## src/rtl/irq_request_unit.sv

```systemverilog
// Interrupt requester: edge-detects peripheral sources into IF (0xFF0F), drives
// CPU_IRQ_TRIG and clears IF on CPU_IRQ_ACK. Optional input synchronizer: IRQ_SYNC_EN.
module irq_request_unit #(
  parameter int          N_SRC   = 5,
  parameter logic [15:0] IF_ADDR = 16'hFF0F
) (
  input  logic             CLK,
  input  logic             nRES,
  input  logic [N_SRC-1:0] IRQ_SRC,
  input  logic [15:0]      A,
  input  logic             RD,
  input  logic             WR,
  input  logic [7:0]       D_IN,
  output logic [7:0]       D_OUT,
  output logic             D_OE,
  output logic [7:0]       CPU_IRQ_TRIG,
  input  logic [7:0]       CPU_IRQ_ACK
);

  typedef enum logic [0:0] {ACK_IDLE = 1'b0, ACK_HOLD = 1'b1} ack_state_t;

  ack_state_t       ack_state, ack_state_nx;
  logic [N_SRC-1:0] ack_mask, ack_mask_nx;
  logic [N_SRC-1:0] ack_vec, clr;
  logic [N_SRC-1:0] if_reg, if_nx;
  logic [N_SRC-1:0] src_now, src_q, rise;
  logic [1:0]       sup_cnt;
  logic             armed, hit, wr_hit;
  logic             unused_bits;

  // Edges to skip after reset release so a source held high through reset never requests
`ifdef IRQ_SYNC_EN
  localparam logic [1:0] SUP_EDGES = 2'd3;
  logic [N_SRC-1:0] sync1, sync2;

  // Two-flop synchronizer followed by the edge-detect history register
  always_ff @(posedge CLK or negedge nRES) begin
    if (!nRES) begin
      sync1 <= '0;
      sync2 <= '0;
      src_q <= '0;
    end else begin
      sync1 <= IRQ_SRC;
      sync2 <= sync1;
      src_q <= sync2;
    end
  end
  assign src_now = sync2;
`else
  localparam logic [1:0] SUP_EDGES = 2'd1;

  // Edge-detect history register on the raw (CLK-synchronous) sources
  always_ff @(posedge CLK or negedge nRES) begin
    if (!nRES) begin
      src_q <= '0;
    end else begin
      src_q <= IRQ_SRC;
    end
  end
  assign src_now = IRQ_SRC;
`endif

  // Post-reset suppression counter
  always_ff @(posedge CLK or negedge nRES) begin
    if (!nRES) begin
      sup_cnt <= 2'd0;
    end else if (sup_cnt != SUP_EDGES) begin
      sup_cnt <= sup_cnt + 2'd1;
    end else begin
      sup_cnt <= sup_cnt;
    end
  end

  assign armed   = (sup_cnt == SUP_EDGES);
  assign rise    = armed ? (src_now & ~src_q) : '0;
  assign ack_vec = CPU_IRQ_ACK[N_SRC-1:0];
  assign hit     = (A == IF_ADDR);
  assign wr_hit  = WR & hit;

  // Ack FSM: each acked bit clears once per ack assertion
  always_comb begin
    ack_state_nx = ack_state;
    ack_mask_nx  = ack_mask;
    clr          = '0;
    case (ack_state)
      ACK_IDLE: begin
        if (ack_vec != '0) begin
          clr          = ack_vec;
          ack_mask_nx  = ack_vec;
          ack_state_nx = ACK_HOLD;
        end else begin
          ack_mask_nx  = '0;
        end
      end
      ACK_HOLD: begin
        if (ack_vec != '0) begin
          clr         = ack_vec & ~ack_mask;
          ack_mask_nx = ack_mask | ack_vec;
        end else begin
          ack_mask_nx  = '0;
          ack_state_nx = ACK_IDLE;
        end
      end
      default: begin
        ack_mask_nx  = '0;
        ack_state_nx = ACK_IDLE;
      end
    endcase
  end

  // Ack FSM state and mask registers
  always_ff @(posedge CLK or negedge nRES) begin
    if (!nRES) begin
      ack_state <= ACK_IDLE;
      ack_mask  <= '0;
    end else begin
      ack_state <= ack_state_nx;
      ack_mask  <= ack_mask_nx;
    end
  end

  // IF next state: write, then clear, then hardware rise wins
  always_comb begin
    if_nx = if_reg;
    if (wr_hit) begin
      if_nx = D_IN[N_SRC-1:0];
    end else begin
      if_nx = if_reg;
    end
    if_nx = (if_nx & ~clr) | rise;
  end

  // IF register
  always_ff @(posedge CLK or negedge nRES) begin
    if (!nRES) begin
      if_reg <= '0;
    end else begin
      if_reg <= if_nx;
    end
  end

  assign CPU_IRQ_TRIG = {{(8-N_SRC){1'b0}}, if_reg};
  assign D_OUT        = {{(8-N_SRC){1'b1}}, if_reg};
  assign D_OE         = RD & hit;
  assign unused_bits  = ^{D_IN[7:N_SRC], CPU_IRQ_ACK[7:N_SRC]};

endmodule

```

## config.mk

```make
export PLATFORM = sky130hd
export DESIGN_NAME = irq_request_unit
export DESIGN_NICKNAME = d
export VERILOG_FILES = /design/src/rtl/irq_request_unit.sv
export SDC_FILE = /design/constraint.sdc
export NUM_CORES = 1
export LEC_CHECK = 0
export ABC_AREA = 1
export CORE_ASPECT_RATIO = 1.25
export CORE_MARGIN = 2
export CORE_UTILIZATION = 34
export DETAILED_ROUTE_END_ITERATION = 10
export GPL_ROUTABILITY_DRIVEN = 1
export MAX_ROUTING_LAYER = met4
export PLACE_DENSITY = 0.74
export SKIP_CTS_REPAIR_TIMING = 1
export SLEW_MARGIN = 15
export SYNTH_ARGS = -nofsm -noshare
export SYNTH_HDL_FRONTEND = slang
export SYNTH_SLANG_ARGS = --single-unit
export TNS_END_PERCENT = 1
```

## constraint.sdc

```tcl
create_clock -name CLK -period 0.9 [get_ports CLK]
set_input_delay 0.135 -clock CLK [delete_from_list [all_inputs] [get_ports CLK]]
set_output_delay 0.135 -clock CLK [all_outputs]
set_load 0.005 [all_outputs]
```

==> flow_summary.yaml, run 1 <==
setup_path:
  crit_path_end_kind: "primary output"
  cp_num_buf_inv: 2
  worstPathMaxFanout: 3
  critPathMaxStageDelay_ps: 420
  startpoint_type: "flop"
  critPathMostFrequentCell: "buf_6"
  critPathRequiredTime_ps: 760
  critPathArrivalTime_ps: 930
  cp_top_family: "flip-flops"
  path_class: "flop to primary output"
  path_cells: "buf_6, buf_6"
  worst_path_max_delay_cell: "dfrtp_1"
clocking:
  cts.sinks: 18
  path_clk_slew_ps: 100
  htree_levels: 1
  cts_tree: "done"
  clockBufferDepth: 2
  cts_buffers: 3
  cts-root-buf: "clkbuf_4"
  clk-insertion-delay-late_ps: 280
die:
  core_mm2: 0.002918
  rows: 22
  start_util_pct: 35.68
  die_area_mm2: 0.003523
  io_pins: 58
  die_w_um: 53.49
  die_h_um: 65.87
drt:
  vias_per_cell: 4.548
  vias: 1005
  drtIter0Drc: 24
  drc_errors: 0
  routedWlPerCell_um: 12.67
  drtPass1Iterations: 4
  ant_nets: 0
  drt_wl_total_mm: 2.801
timing:
  hold_viol_final: 0
  setup_slack_ps: -168.4
  setup-violations-final: 12
  timing.final.max_slew_violations: 0
  min_period_ps: 1068
  skew_ps: 4.096
  min_period_over_period_pct: 118.7
  rsz0062_at_grt: "true"
  max_freq_mhz: 935.9
yosys:
  yosysTopAreaCell: "dfrtp_1"
  syn-cell-area_mm2: 0.001041
  ys.warnings.count: 0
  seq_area_frac_synth_pct: 43.27
  ys_seq_elements: 18
  synth_area_leaders: "dfrtp_1, inv_1, nand2_1"
  syn_area_per_cell_um2: 8.133
  ys_types: 23
  syn_inst: 128
  synth_top_cell_area_share_pct: 43.27
grt:
  grt_max_degree: 19
  gr-usage-all-layers_pct: 16.39
  grt_pass1_wl_mm: 4.209
  grt_overflow: 0
  first_global_vias: 1052
  antenna_found_initial: 0
final_layout:
  drive_above_1_share_pct: 26.49
  layout_common_cells: "inv_1, nand2_1, dfrtp_1, dlymetal6s2s_1, clkbuf_2"
  num_antenna_cells: 0
  fin_nets: 228
  final_common_cell: "inv_1"
  fin_util_pct: 55.66
  area_delta_synth_final_pct: 56.01
run_status:
  status: "complete, but fails checks"
  failed_checks: "negative setup slack"
power_and_ir_drop:
  p_total_uw: 1842
  leakage_uw: 0.0009187
  peakVddDrop_v: 0.0005327
  powerDensity_mw_per_mm2: 1134
flow_run:
  drv_cap: 0
place:
  place_congestion: 0.7666
  port_buffers: 45
  dp_hpwl_mm: 2.210
min_path:
  hold_class: "primary input to flop"
==> power by group <==
| group | internal [µW] | leakage, µW | switching (µW) |
|---|---|---|---|
| sequential | 864 | 0.000187 | 32.9 |
| clock | 246 | 0.0000210 | 241 |
| combinational | 264 | 0.000711 | 194 |
| total | 1370 | 0.000919 | 468 |
==> layer usage <==
layer / part of all wire (%) / track usage [%]
met5: 0 / -
met4: 0.96 / 5.769
met3: 8.7 / 1.131
met2: 54 / 32.87
met1: 36 / 15.49
==> layout make-up <==
cell class	instances	area (µm²)
clock buffer	4	36.28
fill	272	1294
inverter	25	93.84
multi-input combinational	77	447.9
sequential	18	450.4
tap	36	45.04
timing repair buffer	61	550.5
==> Yosys cell counts (all sizes together) <==
library cell / number
inv: 25
nand2: 24
dfrtp: 18
o21ai: 12
buf: 11
nand3: 8
nand4: 8
nor2: 8
nand3b: 5
conb: 2
o211ai: 2
and3: 1
clkbuf: 1
ha: 1
nor3: 1
xnor2: 1
==> worst paths after layout <==
| path | startpoint | to | slack (ps) | cells after the start |
|---|---|---|---|---|
| setup reg to reg | ack_state$_DFF_PN0_ | if_reg[3]$_DFF_PN0_ | 0 | 4 |
| setup / recovery | if_reg[1]$_DFF_PN0_ | CPU_IRQ_TRIG[1] | -170 | 2 |
| hold reg to reg | src_q[0]$_DFF_PN0_ | if_reg[0]$_DFF_PN0_ | 490 | 2 |
| min in group asynchronous | nRES | ack_mask[4]$_DFF_PN0_ | 180 | 2 |
| hold / removal | CPU_IRQ_ACK[3] | ack_state$_DFF_PN0_ | 170 | 3 |
| max in group asynchronous | nRES | src_q[2]$_DFF_PN0_ | 590 | 2 |
==> tightest hold or removal path, delay by kind of cell <==
kind                   cells  cell delay, ps
buffers and inverters      1             120
and+or+nand+nor            2             160
==> per-stage QoR <==
step	instance area (µm²)	setup slack [ps]	instances	TNS, ps	hold WS, ps
2_1_floorplan	1069	-10.19	132	-57.85	-160.6
3_3_place_gp	1578	-789.1	214	-6296	467.5
3_5_place_dp	1578	-835.7	214	-6416	486.6
4_1_cts	1614	-840.8	218	-6598	188.9
5_1_grt	1624	-193.5	221	-1689	181.5
6_report	1624	-168.4	221	-751.9	165.7
==> cell families after synthesis <==
kind of cell    synth area share, %
simple gates                  29.45
buf+inv                       17.31
flops                         43.27
compound gates                7.211
other cells                  0.7214
xor+xnor                     0.8415
fa+ha+maj                     1.202
No activity file was read; power rests on OpenSTA's default activity.
==> inputs of run 2 (changes only) <==
Settings changed: GPL_ROUTABILITY_DRIVEN 1 to not set.
==> results of run 2 <==
No change in the layout: final DEF, timing and power equal those of run 1.
==> inputs of run 3 (changes only) <==
Settings changed: MAX_ROUTING_LAYER met4 to not set.
==> results of run 3 <==
No change in the layout: final DEF, timing and power equal those of run 1.
Among the figures that moved: final weighted congestion in routability-driven placement 0.7666 -> 0.7567; overall routing resource usage 16.39% -> 15.98%
